[src/rtl/alu_arbiter.sv]
// Round-robin arbiter sharing one combinational ALU between two requesters.
// Operands are held for an op-dependent number of cycles; results return on per-requester channels.
module alu_arbiter #(
  parameter int unsigned WIDTH      = 32,
  parameter int unsigned MUL_CYCLES = 2,
  parameter int unsigned DIV_CYCLES = 4
) (
  input  logic             clk,
  input  logic             rst,
  input  logic             req0_valid,
  output logic             req0_ready,
  input  logic [WIDTH-1:0] req0_a,
  input  logic [WIDTH-1:0] req0_b,
  input  logic [2:0]       req0_sel,
  input  logic             req1_valid,
  output logic             req1_ready,
  input  logic [WIDTH-1:0] req1_a,
  input  logic [WIDTH-1:0] req1_b,
  input  logic [2:0]       req1_sel,
  output logic             rsp0_valid,
  input  logic             rsp0_ready,
  output logic [WIDTH-1:0] rsp0_c,
  output logic             rsp0_z,
  output logic             rsp0_n,
  output logic             rsp1_valid,
  input  logic             rsp1_ready,
  output logic [WIDTH-1:0] rsp1_c,
  output logic             rsp1_z,
  output logic             rsp1_n,
  output logic [WIDTH-1:0] alu_a,
  output logic [WIDTH-1:0] alu_b,
  output logic [2:0]       alu_sel,
  input  logic [WIDTH-1:0] alu_c,
  input  logic             alu_z,
  input  logic             alu_n
);

  localparam int unsigned MAX_L = (MUL_CYCLES > DIV_CYCLES) ? MUL_CYCLES : DIV_CYCLES;
  localparam int unsigned CNT_W = (MAX_L < 2) ? 1 : $clog2(MAX_L + 1);

  typedef enum logic [1:0] {
    S_IDLE,
    S_EXEC,
    S_RESP
  } state_t;

  state_t             state_q, state_d;
  logic               owner_q, owner_d;
  logic               last_grant_q, last_grant_d;
  logic [CNT_W-1:0]   cnt_q, cnt_d;
  logic [WIDTH-1:0]   alu_a_q, alu_a_d;
  logic [WIDTH-1:0]   alu_b_q, alu_b_d;
  logic [2:0]         alu_sel_q, alu_sel_d;
  logic               rsp0_valid_q, rsp0_valid_d;
  logic [WIDTH-1:0]   rsp0_c_q, rsp0_c_d;
  logic               rsp0_z_q, rsp0_z_d;
  logic               rsp0_n_q, rsp0_n_d;
  logic               rsp1_valid_q, rsp1_valid_d;
  logic [WIDTH-1:0]   rsp1_c_q, rsp1_c_d;
  logic               rsp1_z_q, rsp1_z_d;
  logic               rsp1_n_q, rsp1_n_d;

  logic               grant;
  logic               any_req;
  logic [2:0]         grant_sel;

  function automatic logic [CNT_W-1:0] exec_len(input logic [2:0] sel);
    case (sel)
      3'b010:  exec_len = CNT_W'(MUL_CYCLES);
      3'b011:  exec_len = CNT_W'(DIV_CYCLES);
      default: exec_len = CNT_W'(1);
    endcase
  endfunction

  // On a tie, the requester not granted last time wins.
  always_comb begin
    any_req   = req0_valid | req1_valid;
    grant     = (req0_valid & req1_valid) ? ~last_grant_q : req1_valid;
    grant_sel = grant ? req1_sel : req0_sel;
    req0_ready = (state_q == S_IDLE) & req0_valid & ~grant;
    req1_ready = (state_q == S_IDLE) & req1_valid & grant;
  end

  always_comb begin
    state_d      = state_q;
    owner_d      = owner_q;
    last_grant_d = last_grant_q;
    cnt_d        = cnt_q;
    alu_a_d      = alu_a_q;
    alu_b_d      = alu_b_q;
    alu_sel_d    = alu_sel_q;
    rsp0_valid_d = rsp0_valid_q;
    rsp0_c_d     = rsp0_c_q;
    rsp0_z_d     = rsp0_z_q;
    rsp0_n_d     = rsp0_n_q;
    rsp1_valid_d = rsp1_valid_q;
    rsp1_c_d     = rsp1_c_q;
    rsp1_z_d     = rsp1_z_q;
    rsp1_n_d     = rsp1_n_q;

    case (state_q)
      S_IDLE: begin
        if (any_req) begin
          alu_a_d      = grant ? req1_a : req0_a;
          alu_b_d      = grant ? req1_b : req0_b;
          alu_sel_d    = grant_sel;
          owner_d      = grant;
          last_grant_d = grant;
          cnt_d        = exec_len(grant_sel);
          state_d      = S_EXEC;
        end
      end

      S_EXEC: begin
        // A zero count can only follow a bad parameter; treat it as the final cycle.
        if (cnt_q <= CNT_W'(1)) begin
          cnt_d = '0;
          if (owner_q) begin
            rsp1_c_d     = alu_c;
            rsp1_z_d     = alu_z;
            rsp1_n_d     = alu_n;
            rsp1_valid_d = 1'b1;
          end else begin
            rsp0_c_d     = alu_c;
            rsp0_z_d     = alu_z;
            rsp0_n_d     = alu_n;
            rsp0_valid_d = 1'b1;
          end
          state_d = S_RESP;
        end else begin
          cnt_d = cnt_q - CNT_W'(1);
        end
      end

      S_RESP: begin
        if (owner_q) begin
          if (rsp1_ready) begin
            rsp1_valid_d = 1'b0;
            state_d      = S_IDLE;
          end
        end else begin
          if (rsp0_ready) begin
            rsp0_valid_d = 1'b0;
            state_d      = S_IDLE;
          end
        end
      end

      default: state_d = S_IDLE;
    endcase
  end

  always_ff @(posedge clk) begin
    if (rst) begin
      state_q      <= S_IDLE;
      owner_q      <= 1'b0;
      last_grant_q <= 1'b1;
      cnt_q        <= '0;
      alu_a_q      <= '0;
      alu_b_q      <= '0;
      alu_sel_q    <= '0;
      rsp0_valid_q <= 1'b0;
      rsp0_c_q     <= '0;
      rsp0_z_q     <= 1'b0;
      rsp0_n_q     <= 1'b0;
      rsp1_valid_q <= 1'b0;
      rsp1_c_q     <= '0;
      rsp1_z_q     <= 1'b0;
      rsp1_n_q     <= 1'b0;
    end else begin
      state_q      <= state_d;
      owner_q      <= owner_d;
      last_grant_q <= last_grant_d;
      cnt_q        <= cnt_d;
      alu_a_q      <= alu_a_d;
      alu_b_q      <= alu_b_d;
      alu_sel_q    <= alu_sel_d;
      rsp0_valid_q <= rsp0_valid_d;
      rsp0_c_q     <= rsp0_c_d;
      rsp0_z_q     <= rsp0_z_d;
      rsp0_n_q     <= rsp0_n_d;
      rsp1_valid_q <= rsp1_valid_d;
      rsp1_c_q     <= rsp1_c_d;
      rsp1_z_q     <= rsp1_z_d;
      rsp1_n_q     <= rsp1_n_d;
    end
  end

  assign alu_a      = alu_a_q;
  assign alu_b      = alu_b_q;
  assign alu_sel    = alu_sel_q;
  assign rsp0_valid = rsp0_valid_q;
  assign rsp0_c     = rsp0_c_q;
  assign rsp0_z     = rsp0_z_q;
  assign rsp0_n     = rsp0_n_q;
  assign rsp1_valid = rsp1_valid_q;
  assign rsp1_c     = rsp1_c_q;
  assign rsp1_z     = rsp1_z_q;
  assign rsp1_n     = rsp1_n_q;

endmodule

[config.mk]
export PLATFORM = sky130hd
export DESIGN_NAME = alu_arbiter
export DESIGN_NICKNAME = d
export VERILOG_FILES = /design/src/rtl/alu_arbiter.sv
export SDC_FILE = /design/constraint.sdc
export NUM_CORES = 1
export LEC_CHECK = 0
export CAP_MARGIN = 0
export CORE_ASPECT_RATIO = 0.5
export CORE_UTILIZATION = 36
export CTS_CLUSTER_SIZE = 28
export DETAILED_ROUTE_END_ITERATION = 8
export PLACE_DENSITY = 0.74
export RECOVER_POWER = 50
export SETUP_SLACK_MARGIN = 0.4
export SLEW_MARGIN = 20
export SYNTH_ARGS = -nofsm -noshare
export SYNTH_HDL_FRONTEND = slang
export SYNTH_SLANG_ARGS = --single-unit
[constraint.sdc]
create_clock -name clk -period 1.5 [get_ports clk]
set_input_delay 0.3 -clock clk [delete_from_list [all_inputs] [get_ports clk]]
set_output_delay 0.3 -clock clk [all_outputs]
set_load 0.02 [all_outputs]
==> results of run 1 <==
## cell type report
type / count / area [um2]
Tap cell: 227 / 284.0
Clock buffer: 19 / 442.9
Fill cell: 1071 / 3961
Inverter: 5 / 18.77
Timing Repair Buffer: 435 / 4940
Clock inverter: 12 / 185.2
Sequential cell: 144 / 3068
Multi-Input combinational cell: 455 / 3492
## how the worst max path moves through the flow
stage / from / slack [ps] / depth (start not counted) / to
after global placement: req0_valid / -590 / 4 / req1_ready
after global routing: cnt_q[0] / -140 / 7 / rsp1_c[24]
after CTS: cnt_q[1] / -30 / 8 / rsp0_c[8]
after floorplan: cnt_q[1] / -20 / 7 / rsp0_c[10]
after detailed placement: req0_valid / -600 / 4 / req1_ready
final: last_grant_q / -60 / 7 / alu_b[8]
## critical path, cell delays in order, from the launching register on
cell,delay (ps)
dfxtp_2,340
a21boi_4,170
buf_6,140
buf_12,130
buf_12,110
clkbuf_16,160
mux2i_1,250
a211oi_1,120
## stage by stage
step | worst slack [ps] | cells
2_1_floorplan | -23.23 | 656
3_3_place_gp | -590.4 | 1176
3_5_place_dp | -603.6 | 1176
4_1_cts | -28.79 | 1229
5_1_grt | -139.3 | 1297
6_report | -64.42 | 1297
## routing by layer
layer / vias to the layer above / wire length, um / track usage
met5: - / 0 / 0
met3: 35 / 1408 / 0.06620
met1: 3171 / 10310 / 0.2561
met2: 227 / 12600 / 0.3964
li1: 3080 / - / -
met4: 0 / 475 / 0.07438
## cells by family (layout without fill, tap and decap cells)
kind of cell,Yosys count,count (layout),synth area share
buffers and inverters,58,471,0.05443
multiplexers,69,69,0.1144
adder cells (fa/ha/maj),2,2,0.004138
AO/OA/AOI/OAI,155,156,0.1976
AND/OR/NAND/NOR,228,228,0.1525
flip-flops,144,144,0.4768
## cells in the mapped netlist (all sizes together), types with 2 or more instances
cell / n / share of area
a211oi: 66 / 0.098
a21oi: 74 / 0.080
buf: 32 / 0.038
clkbuf: 21 / 0.013
dfxtp: 144 / 0.48
ha: 2 / 0.0041
inv: 5 / 0.0031
mux2i: 68 / 0.11
nand2: 139 / 0.086
nand2b: 3 / 0.0031
nand3: 2 / 0.0017
nand4: 3 / 0.0031
nor2: 74 / 0.046
nor3b: 2 / 0.0025
nor4: 2 / 0.0070
o21ai: 3 / 0.0025
o21ba: 2 / 0.0043
## sequential cells by signal, indices dropped and copies added (netlist names)
signal	cells
rsp0_z	1
rsp0_c	32
last_grant_q	1
rsp1_valid	1
rsp0_valid	1
owner_q	1
rsp1_c	32
alu_sel	3
rsp1_z	1
alu_a	32
rsp0_n	1
cnt_q	3
state_q	2
rsp1_n	1
alu_b	32
## layout by cell type (no fill, tap or decap), drive strengths merged, types with 2 or more instances in the layout
| cell type | netlist | layout |
|---|---|---|
| buf | 32 | 246 |
| clkdlybuf4s50 | 0 | 170 |
| dfxtp | 144 | 144 |
| nand2 | 139 | 139 |
| nor2 | 74 | 74 |
| a21oi | 74 | 74 |
| mux2i | 68 | 68 |
| a211oi | 66 | 66 |
| clkbuf | 21 | 36 |
| clkinv | 0 | 6 |
| inv | 5 | 6 |
| bufinv | 0 | 4 |
| nand4 | 3 | 3 |
| nand2b | 3 | 3 |
| o21ai | 3 | 3 |
| nor4 | 2 | 2 |
| dlygate4sd2 | 0 | 2 |
| o21a | 1 | 2 |
| o21ba | 2 | 2 |
| nor3b | 2 | 2 |
| nand3 | 2 | 2 |
| ha | 2 | 2 |
## power breakdown
group / leakage (nW) / total, W / switching [W] / internal [W]
registers: 1.24 / 0.00470 / 0.000350 / 0.00435
clock network: 0.304 / 0.00456 / 0.00172 / 0.00284
logic: 3.32 / 0.00533 / 0.00244 / 0.00289
## timing repair
item                                    4_1_cts  5_1_grt
hold buffers                                  0        0
endpoints found under the setup margin      283      283
buffers inserted                             21       40
pin swaps                                    29       67
gates cloned                                  1       28
gates resized for setup                    1003      145
==> flow_summary.ini, run 1 <==
[cells_and_area]
final_util = 0.7583
fin_area_um2 = 12430
drive_gt1_frac = 0.5561
antennaDiodeCount = 0
syn_to_final_growth_pct = 105.6
final_net_count = 1234

[worst_setup_path]
reg2reg_depth = 7
crit_path_start_kind = flip-flop
setup.worst_path.end_class = flip-flop
rrSetupSlack_ps = -60
arrival_ps = 1840
worst_path_required_time_ps = 1780
crit_path_kind = reg -> reg
regToRegEndpoint = alu_b[8]
crit-reg2reg-launch = last_grant_q
cp_max_fo = 7

[global_routing]
grt_first_pass_wirelength_mm = 30.17
grt_antenna_before_repair = 0
grt_pass1_vias = 5832
overflow = 0
grt_use_total = 0.2232
pin_count_of_the_biggest_net_entering_global_routing = 55

[clock_network]
cts_buffers = 17
clock_tree.htree_level_count = 4
clockBufferDepth = 2
clock_tree.root_cell = clkbuf_16
worstSkewPairLatency_ps = 410
path_clk_slew_ps = 60
tritoncts = yes
cts_num_sinks = 144

[timing]
max_freq_mhz = 639.2
rsz0062_at_grt = true
final_min_period_over_clock_period = 1.043
totalNegativeSetupSlack_ps = -938.3
max_slew.worst_pin.slew_ps = 325.0
timing.final.max_slew_violations = 0
timing.slew.headroom = 0.7830
worst_clock_skew_ps = 11.58
hold_ws_ps = 147.0
timing.final.hold_violations = 0
final.min_clock_period_ps = 1564
post-route-worst-setup-slack_ps = -64.42
final-setup-viol-count = 55

[drt]
total_vias_in_the_final_route = 6513
route.final.wire_length_mm = 24.79
initialDrtViolationCount = 249
drc_errors = 0
detailedRoute.firstPassIterationCount = 6
drtAntennaViolNets = 0
ratio_of_routed_vias_to_standard_cells = 5.022
route.detailed.wl_per_inst_um = 19.12

[synth]
synth.net_count = 832
synthesis.instances = 656
post_synth_instance_area_um2 = 6046
postSynth.asyncResetShare = 0
synth_top_flop_cell = dfxtp_1
postSynthRegisterBits = 144
synth_warnings = 0
synth-edff-count = 0
postSynthAreaPerCell_um2 = 9.216
yosysSeqAreaShare = 0.4768
yosys.cell_types.count = 36

[pwr]
p_per_area_nw_per_um2 = 1174
vdd_ir_drop_max_mv = 0.8759
leakagePower_nw = 4.861
power.total_w = 0.01460

[die]
die_x_um = 185.3
die_area_um2 = 17350
core_area_um2 = 16390
floorplan.initialDensity = 0.3688
rows = 33
die_height_um = 93.64
design.portCount = 313

[min_path]
min_from = rst
hold_path_cell_cnt = 2
min_path_type = in -> reg
worst_hold_path.endpoint = alu_sel[0]

[placement]
globalplace.congestion = 0.7797
hpwl_after_dpl_mm = 13.86
buffer_ports.inserted = 312
placement.cell_area_um2 = 9620

[status]
run_status = finished with violations
violations = negative setup slack

[flow_run]
timing.max_cap.violations = 0
Power figures use the tool's default switching activity.
==> run 2: changes to the inputs <==
GPL_TIMING_DRIVEN = 0   (was not set)
==> run 2 against run 1 <==
Compared with the run above:
- the run still ends with negative setup slack left
- sequential share of layout area shrank 0.83 points
- die area is the same
- non-clock buffer count grew 20
- flip-flop and latch count is the same
- critical path type is now reg -> out
- wire length shrank 2.8%
- first-iteration DRC count shrank 39%
- highest routed layer unchanged
- critical endpoint is now req0_ready
- fmax shrank 5.4%
- utilization grew 0.40 points
==> flow_summary.ini, run 2 (synthesis results as in run 1) <==
[drt]
route.final.wire_length_mm = 24.11
detailedRoute.firstPassIterationCount = 4
drc_errors = 0
ratio_of_routed_vias_to_standard_cells = 5.014
initialDrtViolationCount = 152
drtAntennaViolNets = 0
total_vias_in_the_final_route = 6599
route.detailed.wl_per_inst_um = 18.32

[worst_setup_path]
crit_path_start_kind = flip-flop
worst_path_required_time_ps = 1200
cp_max_fo = 3
crit_path_kind = reg -> out
arrival_ps = 1350
setup.worst_path.end_class = output pin

[timing]
final.min_clock_period_ps = 1653
post-route-worst-setup-slack_ps = -152.9
hold_ws_ps = 465.1
final_min_period_over_clock_period = 1.102
timing.final.hold_violations = 0
timing.final.max_slew_violations = 0
worst_clock_skew_ps = 8.332
totalNegativeSetupSlack_ps = -5715
rsz0062_at_grt = true
max_slew.worst_pin.slew_ps = 799.7
final-setup-viol-count = 106
timing.slew.headroom = 0.4669
max_freq_mhz = 605.0

[pwr]
vdd_ir_drop_max_mv = 0.9181
p_per_area_nw_per_um2 = 1131
power.total_w = 0.01414
leakagePower_nw = 4.953

[clock_network]
path_clk_slew_ps = 60
clockBufferDepth = 2
holdBufCountCts = 0
clock_tree.htree_level_count = 4
cts_num_sinks = 144
tritoncts = yes
cts_buffers = 17
clock_tree.root_cell = clkbuf_16
worstSkewPairLatency_ps = 420

[global_routing]
grt_antenna_before_repair = 0
grt_pass1_vias = 6512
grt_use_total = 0.2583
pin_count_of_the_biggest_net_entering_global_routing = 17
overflow = 0
grt_first_pass_wirelength_mm = 34.29

[die]
die_x_um = 185.3
die_height_um = 93.64
design.portCount = 313
rows = 33
floorplan.initialDensity = 0.3688
die_area_um2 = 17350
core_area_um2 = 16390

[status]
violations = negative setup slack
run_status = finished with violations

[cells_and_area]
syn_to_final_growth_pct = 106.7
multiInputGateArea_um2 = 3787
drive_gt1_frac = 0.5399
most_common_cell_after_layout_fill_and_taps_aside = clkdlybuf4s50_1
antennaDiodeCount = 0
final_net_count = 1253
fill_cell_total_of_the_finished_layout = 1076
layout.area.seq_um2 = 2980
layout.cells.most_common_list = clkdlybuf4s50_1 (170), buf_6 (164), nand2_1 (81)
layoutNonFillerInstCount = 1316

[min_path]
min_path_type = reg -> reg

[placement]
buffer_ports.inserted = 311
post-place-ws_ps = -962.8
hpwl_after_dpl_mm = 15.37
globalplace.congestion = 0.7987
place_inst = 1194

[flow_run]
timing.max_cap.violations = 0
run 2: cell count changes in the layout (fill, tap and decap cells not counted), sizes merged:
cell | previous run | this run
buf | 246 | 260
clkbuf | 36 | 41
clkinvlp | 1 | 2
o21a | 2 | 1
run 2: layer usage:
metal	vias up	wire [um]	part of all wire	GRT usage
li1	3112	-	-	-
met1	3220	9773	0.41	0.2991
met2	222	12510	0.52	0.4691
met3	45	1274	0.053	0.05919
met4	0	543	0.023	0.08678
met5	-	0	0	0
run 2: path summary, 6_finish.rpt:
kind | startpoint | to | slack, ps | cells past startpoint
worst max-delay path | last_grant_q | req0_ready | -150 | 6
worst min-delay path | rsp1_c[30] | rsp1_c[30] | 470 | 2
worst max register to register | cnt_q[1] | rsp0_valid | -140 | 8
worst min register to register | rsp1_c[30] | rsp1_c[30] | 470 | 2
run 2: repair_timing:
action / CTS / global route
endpoints found under the setup margin: 283 / 283
cloned: 14 / 0
pin swaps: 49 / 81
buffers inserted: 40 / 37
resized for setup: 1116 / 157
run 2: area by class of cell:
cell class / instances / share of cell area
Timing Repair Buffer: 402 / 0.3425
Multi-Input combinational cell: 454 / 0.3031
Sequential cell: 144 / 0.2385
Buffer: 53 / 0.04225
Clock buffer: 18 / 0.03434
Tap cell: 227 / 0.02273
Clock inverter: 13 / 0.01512
Inverter: 5 / 0.001502
run 2: through the flow:
step / utilization / instance area [um2]
CTS: 0.7115 / 11660
global placement: 0.5861 / 9607
detailed placement: 0.5861 / 9607
global route: 0.7624 / 12500
finish: 0.7624 / 12500
floorplan: - / 6210
run 2: power by group:
group	total, W	switching [W]	leakage (nW)	internal, W
Clock	0.00450	0.00171	0.296	0.00278
Sequential	0.00465	0.000341	1.21	0.00431
Combinational	0.00499	0.00235	3.45	0.00264
run 2: worst max-delay path: stages (launching register included):
cell and delay, ps:
dfxtp_2 330, a21boi_2 50, buf_6 130, buf_12 120, buf_12 120, nor2_4 70, buf_6 120
==> run 3: changes to the inputs <==
CORE_MARGIN = 2   (was not set)
==> run 3 against run 2 <==
Compared with the run above:
- the flow still finishes with violations (negative setup slack)
- non-clock buffer count grew 5
- sequential power grew 0.9%
- final cell count grew 0.46%
==> flow_summary.ini, run 3 (synthesis results as in run 1) <==
[drt]
initialDrtViolationCount = 195
drtAntennaViolNets = 0
detailedRoute.firstPassIterationCount = 4
ratio_of_routed_vias_to_standard_cells = 5.013
drc_errors = 0
route.detailed.wl_per_inst_um = 19.48
total_vias_in_the_final_route = 6627
route.final.wire_length_mm = 25.75

[timing]
timing.slew.headroom = 0.4741
hold_ws_ps = 467.4
final_min_period_over_clock_period = 1.141
final-setup-viol-count = 89
final.min_clock_period_ps = 1711
totalNegativeSetupSlack_ps = -8632
worst_clock_skew_ps = 7.275
post-route-worst-setup-slack_ps = -211.0
rsz0062_at_grt = true
timing.final.hold_violations = 0
timing.final.max_slew_violations = 0
max_freq_mhz = 584.5
max_slew.worst_pin.slew_ps = 788.8

[min_path]
hold_path_cell_cnt = 2
min_path_type = reg -> reg
worst_hold_path.endpoint = rsp1_c[15]
min_from = rsp1_c[15]

[global_routing]
grt_first_pass_wirelength_mm = 33.90
grt_pass1_vias = 6314
overflow = 0
pin_count_of_the_biggest_net_entering_global_routing = 17
grt_use_total = 0.2421
grt_antenna_before_repair = 0

[placement]
globalplace.congestion = 0.8085
hpwl_after_dpl_mm = 15.48
buffer_ports.inserted = 311

[clock_network]
tritoncts = yes
cts_buffers = 17
clock_tree.root_cell = clkbuf_16
path_clk_slew_ps = 60
clock_tree.htree_level_count = 4
clockBufferDepth = 2
cts_num_sinks = 144
worstSkewPairLatency_ps = 420

[pwr]
vdd_ir_drop_max_mv = 0.9148
leakagePower_nw = 5.164
p_per_area_nw_per_um2 = 1104
power.total_w = 0.01434

[cells_and_area]
fill_cell_total_of_the_finished_layout = 1007
final_net_count = 1258
drive_gt1_frac = 0.6192
layout.area.seq_um2 = 3065
multiInputGateArea_um2 = 4004
antennaDiodeCount = 0
syn_to_final_growth_pct = 114.8
layout.cells.most_common_list = clkdlybuf4s50_1 (170), buf_6 (167), dfxtp_2 (140)
most_common_cell_after_layout_fill_and_taps_aside = clkdlybuf4s50_1

[status]
violations = negative setup slack
run_status = finished with violations

[worst_setup_path]
crit-reg2reg-launch = cnt_q[1]
crit_path_start_kind = flip-flop
rrSetupSlack_ps = -210
setup.worst_path.end_class = flip-flop
crit_path_kind = reg -> reg
worst_path_required_time_ps = 1840
cp_max_fo = 5
arrival_ps = 2050
regToRegEndpoint = rsp0_c[30]
reg2reg_depth = 9

[die]
rows = 33
die_x_um = 187.3
floorplan.initialDensity = 0.3688
die_area_um2 = 17910
core_area_um2 = 16390
design.portCount = 313
die_height_um = 95.64

[flow_run]
timing.max_cap.violations = 0
[run 3: cell count changes in the layout (fill, tap and decap cells not counted), moves of 4 or more]
cell / delta
dfxtp_1: -70
buf_8: -6
dfxtp_2: +71
mux2i_2: -12
clkbuf_16: +7
buf_12: +11
inv_6: +4
nand2_4: +12
nand2_1: -5
nand2_2: -7
mux2i_4: +13
[run 3: cell type report]
cell class	count	share of cell area
Inverter	5	0.001445
Buffer	53	0.04268
Tap cell	227	0.02187
Timing Repair Buffer	407	0.3432
Clock inverter	12	0.01127
Clock buffer	20	0.03517
Multi-Input combinational cell	454	0.3083
Sequential cell	144	0.2361
[run 3: per-layer routing]
layer	wire, um	vias up	GRT usage
li1	-	3141	-
met1	10010	3216	0.2783
met2	13700	214	0.4399
met3	1315	56	0.06588
met4	726	0	0.08862
met5	0	-	0
[run 3: stage by stage]
step / utilization / instances / setup WS, ps / instance area, um2
floorplan: - / 656 / -23.23 / 6210
global placement: 0.5861 / 1194 / -955.5 / 9607
detailed placement: 0.5861 / 1194 / -988.7 / 9607
CTS: 0.6836 / 1272 / -167.9 / 11210
global route: 0.7922 / 1322 / -269.0 / 12990
finish: 0.7922 / 1322 / -211.0 / 12990
[run 3: timing repair]
item,4_1_cts,5_1_grt
cloned,7,7
setup endpoints to repair,283,283
gates resized for setup,935,365
buffers inserted,39,43
pin swaps,22,93
hold buffers,0,0
[run 3: report_power, final]
group	internal [W]	switching, W	total [W]
combinational	0.00280	0.00248	0.00528
sequential	0.00435	0.000337	0.00469
clock	0.00258	0.00179	0.00437
[run 3: worst max path at each step]
stage                 startpoint         end  slack, ps  depth (start not counted)
global placement      req1_valid  req1_ready       -960                          6
finish                  cnt_q[1]  rsp0_c[30]       -210                          9
floorplan               cnt_q[1]  rsp0_c[10]        -20                          7
detailed placement    req1_valid  req1_ready       -990                          6
CTS                 last_grant_q  req0_ready       -170                          6
global route            cnt_q[1]  rsp0_c[28]       -270                          9
[run 3: critical path: stages, from the launching register on]
cell     delay, ps
dfxtp_2        340
inv_2           70
ha_4           120
o21ba_4        170
nor4_4         290
buf_6          200
buf_12         130
buf_12         130
nand2_2         60
a21oi_2        130
